--- src/rtl/ex_stage_pipe.sv ---
// ex_stage_pipe: execute-to-memory pipeline register with valid/ready handshakes, RAW scoreboard,
// flush, control-flow redirect squash and a saturating stall counter.
module ex_stage_pipe #(
   parameter int XLEN = 64,
   parameter int REG_ADDR_W = 5,
   parameter int PAYLOAD_W = 192,
   parameter int TRACK_DEPTH = 3,
   parameter int CNT_W = 16,
   parameter logic [31:0] NOP_INST = 32'h0000_0013,
   parameter logic [XLEN-1:0] RESET_PC = '0
) (
   input  logic                  clk,
   input  logic                  rst,
   input  logic                  in_valid,
   output logic                  in_ready,
   input  logic [31:0]           in_inst,
   input  logic [XLEN-1:0]       in_pc,
   input  logic [PAYLOAD_W-1:0]  in_payload,
   input  logic [REG_ADDR_W-1:0] in_rs1_addr,
   input  logic [REG_ADDR_W-1:0] in_rs2_addr,
   input  logic                  in_rs1_used,
   input  logic                  in_rs2_used,
   input  logic [REG_ADDR_W-1:0] in_rd_addr,
   input  logic                  in_rd_we,
   input  logic                  mem_ready,
   input  logic                  flush,
   output logic                  out_valid,
   input  logic                  out_ready,
   output logic [31:0]           out_inst,
   output logic [XLEN-1:0]       out_pc,
   output logic [PAYLOAD_W-1:0]  out_payload,
   output logic [REG_ADDR_W-1:0] out_rd_addr,
   output logic                  out_rd_we,
   output logic                  redirect,
   output logic                  stall,
   output logic [CNT_W-1:0]      stall_count
);
   localparam logic [6:0] OP_LOAD = 7'b0000011;
   localparam logic [6:0] OP_JAL = 7'b1101111;
   localparam logic [6:0] OP_JALR = 7'b1100111;
   localparam logic [6:0] OP_BRANCH = 7'b1100011;

   logic [TRACK_DEPTH-1:0] hit;
   logic raw_hazard;
   logic load_hazard;
   logic hold;
   logic accept;

   function automatic logic dep(input logic v, input logic [REG_ADDR_W-1:0] rd,
                                input logic [REG_ADDR_W-1:0] rs1, input logic [REG_ADDR_W-1:0] rs2,
                                input logic u1, input logic u2);
      return v && (rd != '0) && ((u1 && rd == rs1) || (u2 && rd == rs2));
   endfunction

   assign hit[0] = dep(out_valid & out_rd_we, out_rd_addr, in_rs1_addr, in_rs2_addr, in_rs1_used, in_rs2_used);

   generate
      if (TRACK_DEPTH > 1) begin : g_hist
         logic [TRACK_DEPTH-1:1] hv;
         logic [REG_ADDR_W-1:0] hrd [1:TRACK_DEPTH-1];
         // slot 1 records the writer leaving the output register; older slots age every cycle
         always_ff @(posedge clk) begin
            if (rst || flush) begin
               hv <= '0;
            end else begin
               hv[1] <= out_valid & out_ready & out_rd_we;
               for (int k = 2; k < TRACK_DEPTH; k++) hv[k] <= hv[k-1];
            end
            hrd[1] <= out_rd_addr;
            for (int k = 2; k < TRACK_DEPTH; k++) hrd[k] <= hrd[k-1];
         end
         for (genvar k = 1; k < TRACK_DEPTH; k++) begin : g_hit
            assign hit[k] = dep(hv[k], hrd[k], in_rs1_addr, in_rs2_addr, in_rs1_used, in_rs2_used);
         end
      end
   endgenerate

   assign raw_hazard = in_valid & (|hit);
   assign load_hazard = in_valid & (in_inst[6:0] == OP_LOAD) & ~mem_ready;
   assign stall = raw_hazard | load_hazard;
   assign hold = out_valid & ~out_ready;
   assign in_ready = ~stall & ~hold & ~flush;
   assign accept = in_valid & in_ready;
   assign redirect = out_valid & out_ready & (out_inst[6:0] inside {OP_JAL, OP_JALR, OP_BRANCH});

   always_ff @(posedge clk) begin
      if (rst) begin
         out_valid <= 1'b0;
         out_inst <= NOP_INST;
         out_pc <= RESET_PC;
         out_payload <= '0;
         out_rd_addr <= '0;
         out_rd_we <= 1'b0;
      end else if (flush || (!hold && (redirect || !accept))) begin
         out_valid <= 1'b0;
         out_inst <= NOP_INST;
         out_rd_we <= 1'b0;
      end else if (!hold) begin
         out_valid <= 1'b1;
         out_inst <= in_inst;
         out_pc <= in_pc;
         out_payload <= in_payload;
         out_rd_addr <= in_rd_addr;
         out_rd_we <= in_rd_we;
      end
   end

   always_ff @(posedge clk) begin
      if (rst) stall_count <= '0;
      else if (stall && !(&stall_count)) stall_count <= stall_count + CNT_W'(1);
   end
endmodule

--- config.mk ---
export PLATFORM = sky130hd
export DESIGN_NAME = ex_stage_pipe
export DESIGN_NICKNAME = d
export VERILOG_FILES = /design/src/rtl/ex_stage_pipe.sv
export SDC_FILE = /design/constraint.sdc
export NUM_CORES = 1
export LEC_CHECK = 0
export ABC_AREA = 0
export CORE_AREA = 8 8 237 239
export CTS_BUF_LIST = sky130_fd_sc_hd__clkbuf_4 sky130_fd_sc_hd__clkbuf_8
export DETAILED_ROUTE_END_ITERATION = 16
export DIE_AREA = 0 0 245 247
export HOLD_SLACK_MARGIN = 0.02
export PLACE_DENSITY = 0.67
export RECOVER_POWER = 50
export SYNTH_ARGS = -nofsm -noshare
export SYNTH_HDL_FRONTEND = slang
export SYNTH_SLANG_ARGS = --single-unit
--- constraint.sdc ---
create_clock -name clk -period 3.3 [get_ports clk]
set_input_delay 0.66 -clock clk [delete_from_list [all_inputs] [get_ports clk]]
set_output_delay 0.66 -clock clk [all_outputs]
set_load 0.05 [all_outputs]
==> flow_summary.yaml <==
placed_design:
  gp_congestion: 0.866
  post-dp-hpwl_mm: 38.8
  pre_cts_slack_ns: -0.0891
  port_buffers: 625
  place_inst: 2706
  dpl_cell_area_mm2: 0.0218
layout:
  num-nets-final: 2394
  finalInstanceArea_mm2: 0.0233
  layout_overhead_on_the_synthesized_area_pct: 60.2
  post-route-util_pct: 44.6
  mostFrequentLayoutCell: "clkdlybuf4s50_1"
  final.fill_count: 4999
  post_route_non_filler_standard_cell_count: 2827
  post_route_cells_drive_above_1_share_pct: 9.72
  layout_common_cells: "clkdlybuf4s50_1, nand2b_1, dfxtp_1, mux2i_1, clkbuf_8"
synthesis:
  post_synthesis_sequential_element_count: 323
  netlist.area_leader.share_pct: 44.5
  synth.area.top_cells: "dfxtp_1, nand2b_1, mux2i_1, clkbuf_1, xor2_1"
  synth_warnings: 0
  async_reset_ff_share_pct: 0
  syn-mean-instance-area_um2: 10.2
  post_synth_inst_count: 1431
  synth_unique_cells: 41
  synth.largest_area_cell: "dfxtp_1"
  synthesis.area_mm2: 0.0145
  number_of_enable_type_register_cells_in_the_synthesized_netlist: 0
  synth-seq-area-share_pct: 44.5
  synth_top_flop_cell: "dfxtp_1"
  synth.net_count: 1744
sta:
  worst_clock_skew_on_the_final_layout_ns: 0.0322
  total_count_of_max_transition_violations_in_the_final_report: 0
  min_period_over_period_pct: 100
  worstMarginPinSlew_ns: 0.747
  final.setup.tns_ns: -0.0142
  period_minus_slack_ns: 3.31
  timing.fmax_mhz: 302
  worst_hold_slack_ns: 0.373
  finalHoldViolations: 0
  rsz0062_at_grt: "true"
  final_critical_path_setup_slack_ns: -0.0142
  maxSlewHeadroom_pct: 50.2
  finalSetupViolations: 1
clock_tree:
  tritoncts.num_buffers: 58
  tritoncts: "yes"
  h-tree-depth: 2
  hold_bufs_at_cts: 0
  clkTransAtPathRegs_ns: 0.07
  cts.path.max_buffers: 3
  numClockSinks: 323
  root_buffer: "clkbuf_8"
  worst_skew_pair.late_latency_ns: 0.63
worst_setup_path:
  cp_data_arrival_time_ns: 2.65
  rr_startpoint: "g_hist.hrd[1][1]"
  setup.worst_path.start_class: "input port"
  critical_path.reg2reg.endpoint: "out_inst[21]"
  critical_path_required_time_ns: 2.64
  cp_cell_sequence: "clkdlybuf4s50_1 > xor2_1 > nor4_1 > and3_1 > o221a_4 > o41ai_4 > inv_2 > nor3_4 > buf_12"
  worst-setup-path-type: "input port to primary output"
  critPathMaxStageDelay_ns: 0.51
  worst-r2r-cell-count: 8
  r2r_slack_ns: 0.63
  critPathMaxFanout: 2
  worstSetupEndpointType: "primary output"
  critical_path.slowest_cell: "clkdlybuf4s50_1"
floorplan:
  fp.dieW_um: 245
  placementRows: 84
  design.die.area_mm2: 0.0605
  boundaryPins: 626
  core_mm2: 0.0522
  die_height_um: 247
  floorplan.initialDensity_pct: 27.8
pwr:
  power_report.internal_total_mw: 7.65
  total_power_mw: 10.6
  clockPowerShare_pct: 40.5
  power_leakage_nw: 8.59
  power.switching_mw: 2.99
  switching_share_pct: 28.1
  ir_worst_vdd_mv: 0.384
  power.combinational.fraction_pct: 20.0
  power_frac_seq_pct: 39.5
  power_density_over_cell_area_mw_per_mm2: 457
grt:
  global_route_usage_sum_pct: 15.6
  pin_count_of_the_biggest_net_entering_global_routing: 186
  first_global_vias: 12991
  grt_pass1_wl_mm: 75.4
  grt-ovfl-total: 0
  grt_antenna_before_repair: 8
route:
  remaining_design_rule_violation_count: 0
  avgViaCountPerCell: 4.33
  wl_per_cell_um: 17.7
  route.vias.total: 12237
  routed_wirelength_mm: 50.1
  final_antenna_net_count: 0
  detailedRoute.firstPassIterationCount: 4
  detailedRoute.firstIterationViolations: 353
worst_hold_path:
  min_to: "g_hist.hrd[2][1]"
  timing.hold.worst.start: "g_hist.hrd[1][1]"
  hold_path.class: "flop to flop"
  cell_depth_of_the_worst_min_delay_path: 0
run:
  drv.max_cap_violation_count: 0
status:
  run_status: "finished, violations left"
  violations_in_the_final_reports: "negative setup slack"
[flip-flops by register name (all words and copies together), names as in the netlist]
signal and count:
g_hist.hv 2, out_rd_addr 5, out_payload 192, out_rd_we 1, out_pc 64, out_inst 32, g_hist.hrd 10, out_valid 1
stall_count 16
[logic make-up after synthesis]
kind of cell | count (synthesis) | share of synthesized area [%]
muxes | 304 | 21.1
AOI/OAI and AO/OA | 21 | 0.930
DFF | 323 | 44.5
adders and majority gates | 1 | 0.0861
and+or+nand+nor | 646 | 27.2
buffers and inverters | 106 | 4.37
xor gates and xnor gates | 30 | 1.81
[Yosys cell counts (2+ instances only)]
library cell,instances
xor2_1,24
o21ai_0,5
or4_1,6
clkbuf_1,72
buf_6,11
xnor2_1,6
nand3_1,15
nor4_1,7
or3_1,6
nor3_1,37
dfxtp_1,323
nand2_1,9
buf_8,11
buf_4,8
a21oi_1,9
and4_1,2
inv_1,3
nor2_1,15
mux2_4,3
mux2_2,6
nand2b_1,524
and3_1,5
nor2b_1,10
nand4_1,2
mux2i_1,295
o31ai_1,2
[per-layer routing]
metal	part of all wire (%)	GRT usage, %	vias up	routed length (um)
met5	0	0	-	0
met4	2.7	5.71	0	1360
met3	9.4	6.65	88	4690
met2	50	27.8	432	25200
met1	38	16.4	5696	18800
li1	-	-	6021	-
[worst max-delay path, delay by kind of cell]
| family | cells | cell delay [ns] |
|---|---|---|
| AND/OR/NAND/NOR | 3 | 0.44 |
| buffers and inverters | 3 | 0.77 |
| AO/OA/AOI/OAI | 2 | 0.62 |
| XOR/XNOR | 1 | 0.16 |
[worst max path at each step]
stage                           from        to  slack, ns  depth (start not counted)
floorplan             out_rd_addr[0]  in_ready      -0.09                          7
CTS                 g_hist.hrd[1][1]  in_ready      -0.06                          6
finish                in_rs1_addr[2]  in_ready      -0.01                          9
global route        g_hist.hrd[2][1]  in_ready      -0.11                          7
global placement      in_rs1_addr[2]  in_ready      0.002                          9
detailed placement    in_rs2_addr[4]     stall      -0.09                         10
[area by class of cell]
class / count / area, um^2 / share of cell area [%]
antenna: 9 / 22.5 / 0.0967
timing repair buffer: 693 / 7030 / 30.2
inverter: 3 / 11.3 / 0.0484
tap: 688 / 861 / 3.70
multi-input combinational: 1002 / 7510 / 32.2
sequential: 323 / 6470 / 27.8
clock inverter: 20 / 206 / 0.887
clock buffer: 89 / 1170 / 5.02
[timing repair]
item,CTS,global route
setup endpoints to repair,2,2
buffers inserted,2,1
pin swaps,2,1
resized for setup,8,2
[power by group through the flow]
stage                     registers, mW  clock network (mW)  logic, mW
final                              4.20                4.32       2.13
after global routing               4.22                4.67       2.24
after CTS                          4.20                4.49       2.15
after detailed placement           4.28                   0       2.14
after global placement             4.28                   0       2.12
after floorplan                    4.89                   0      0.590
Power figures use the tool's default switching activity.
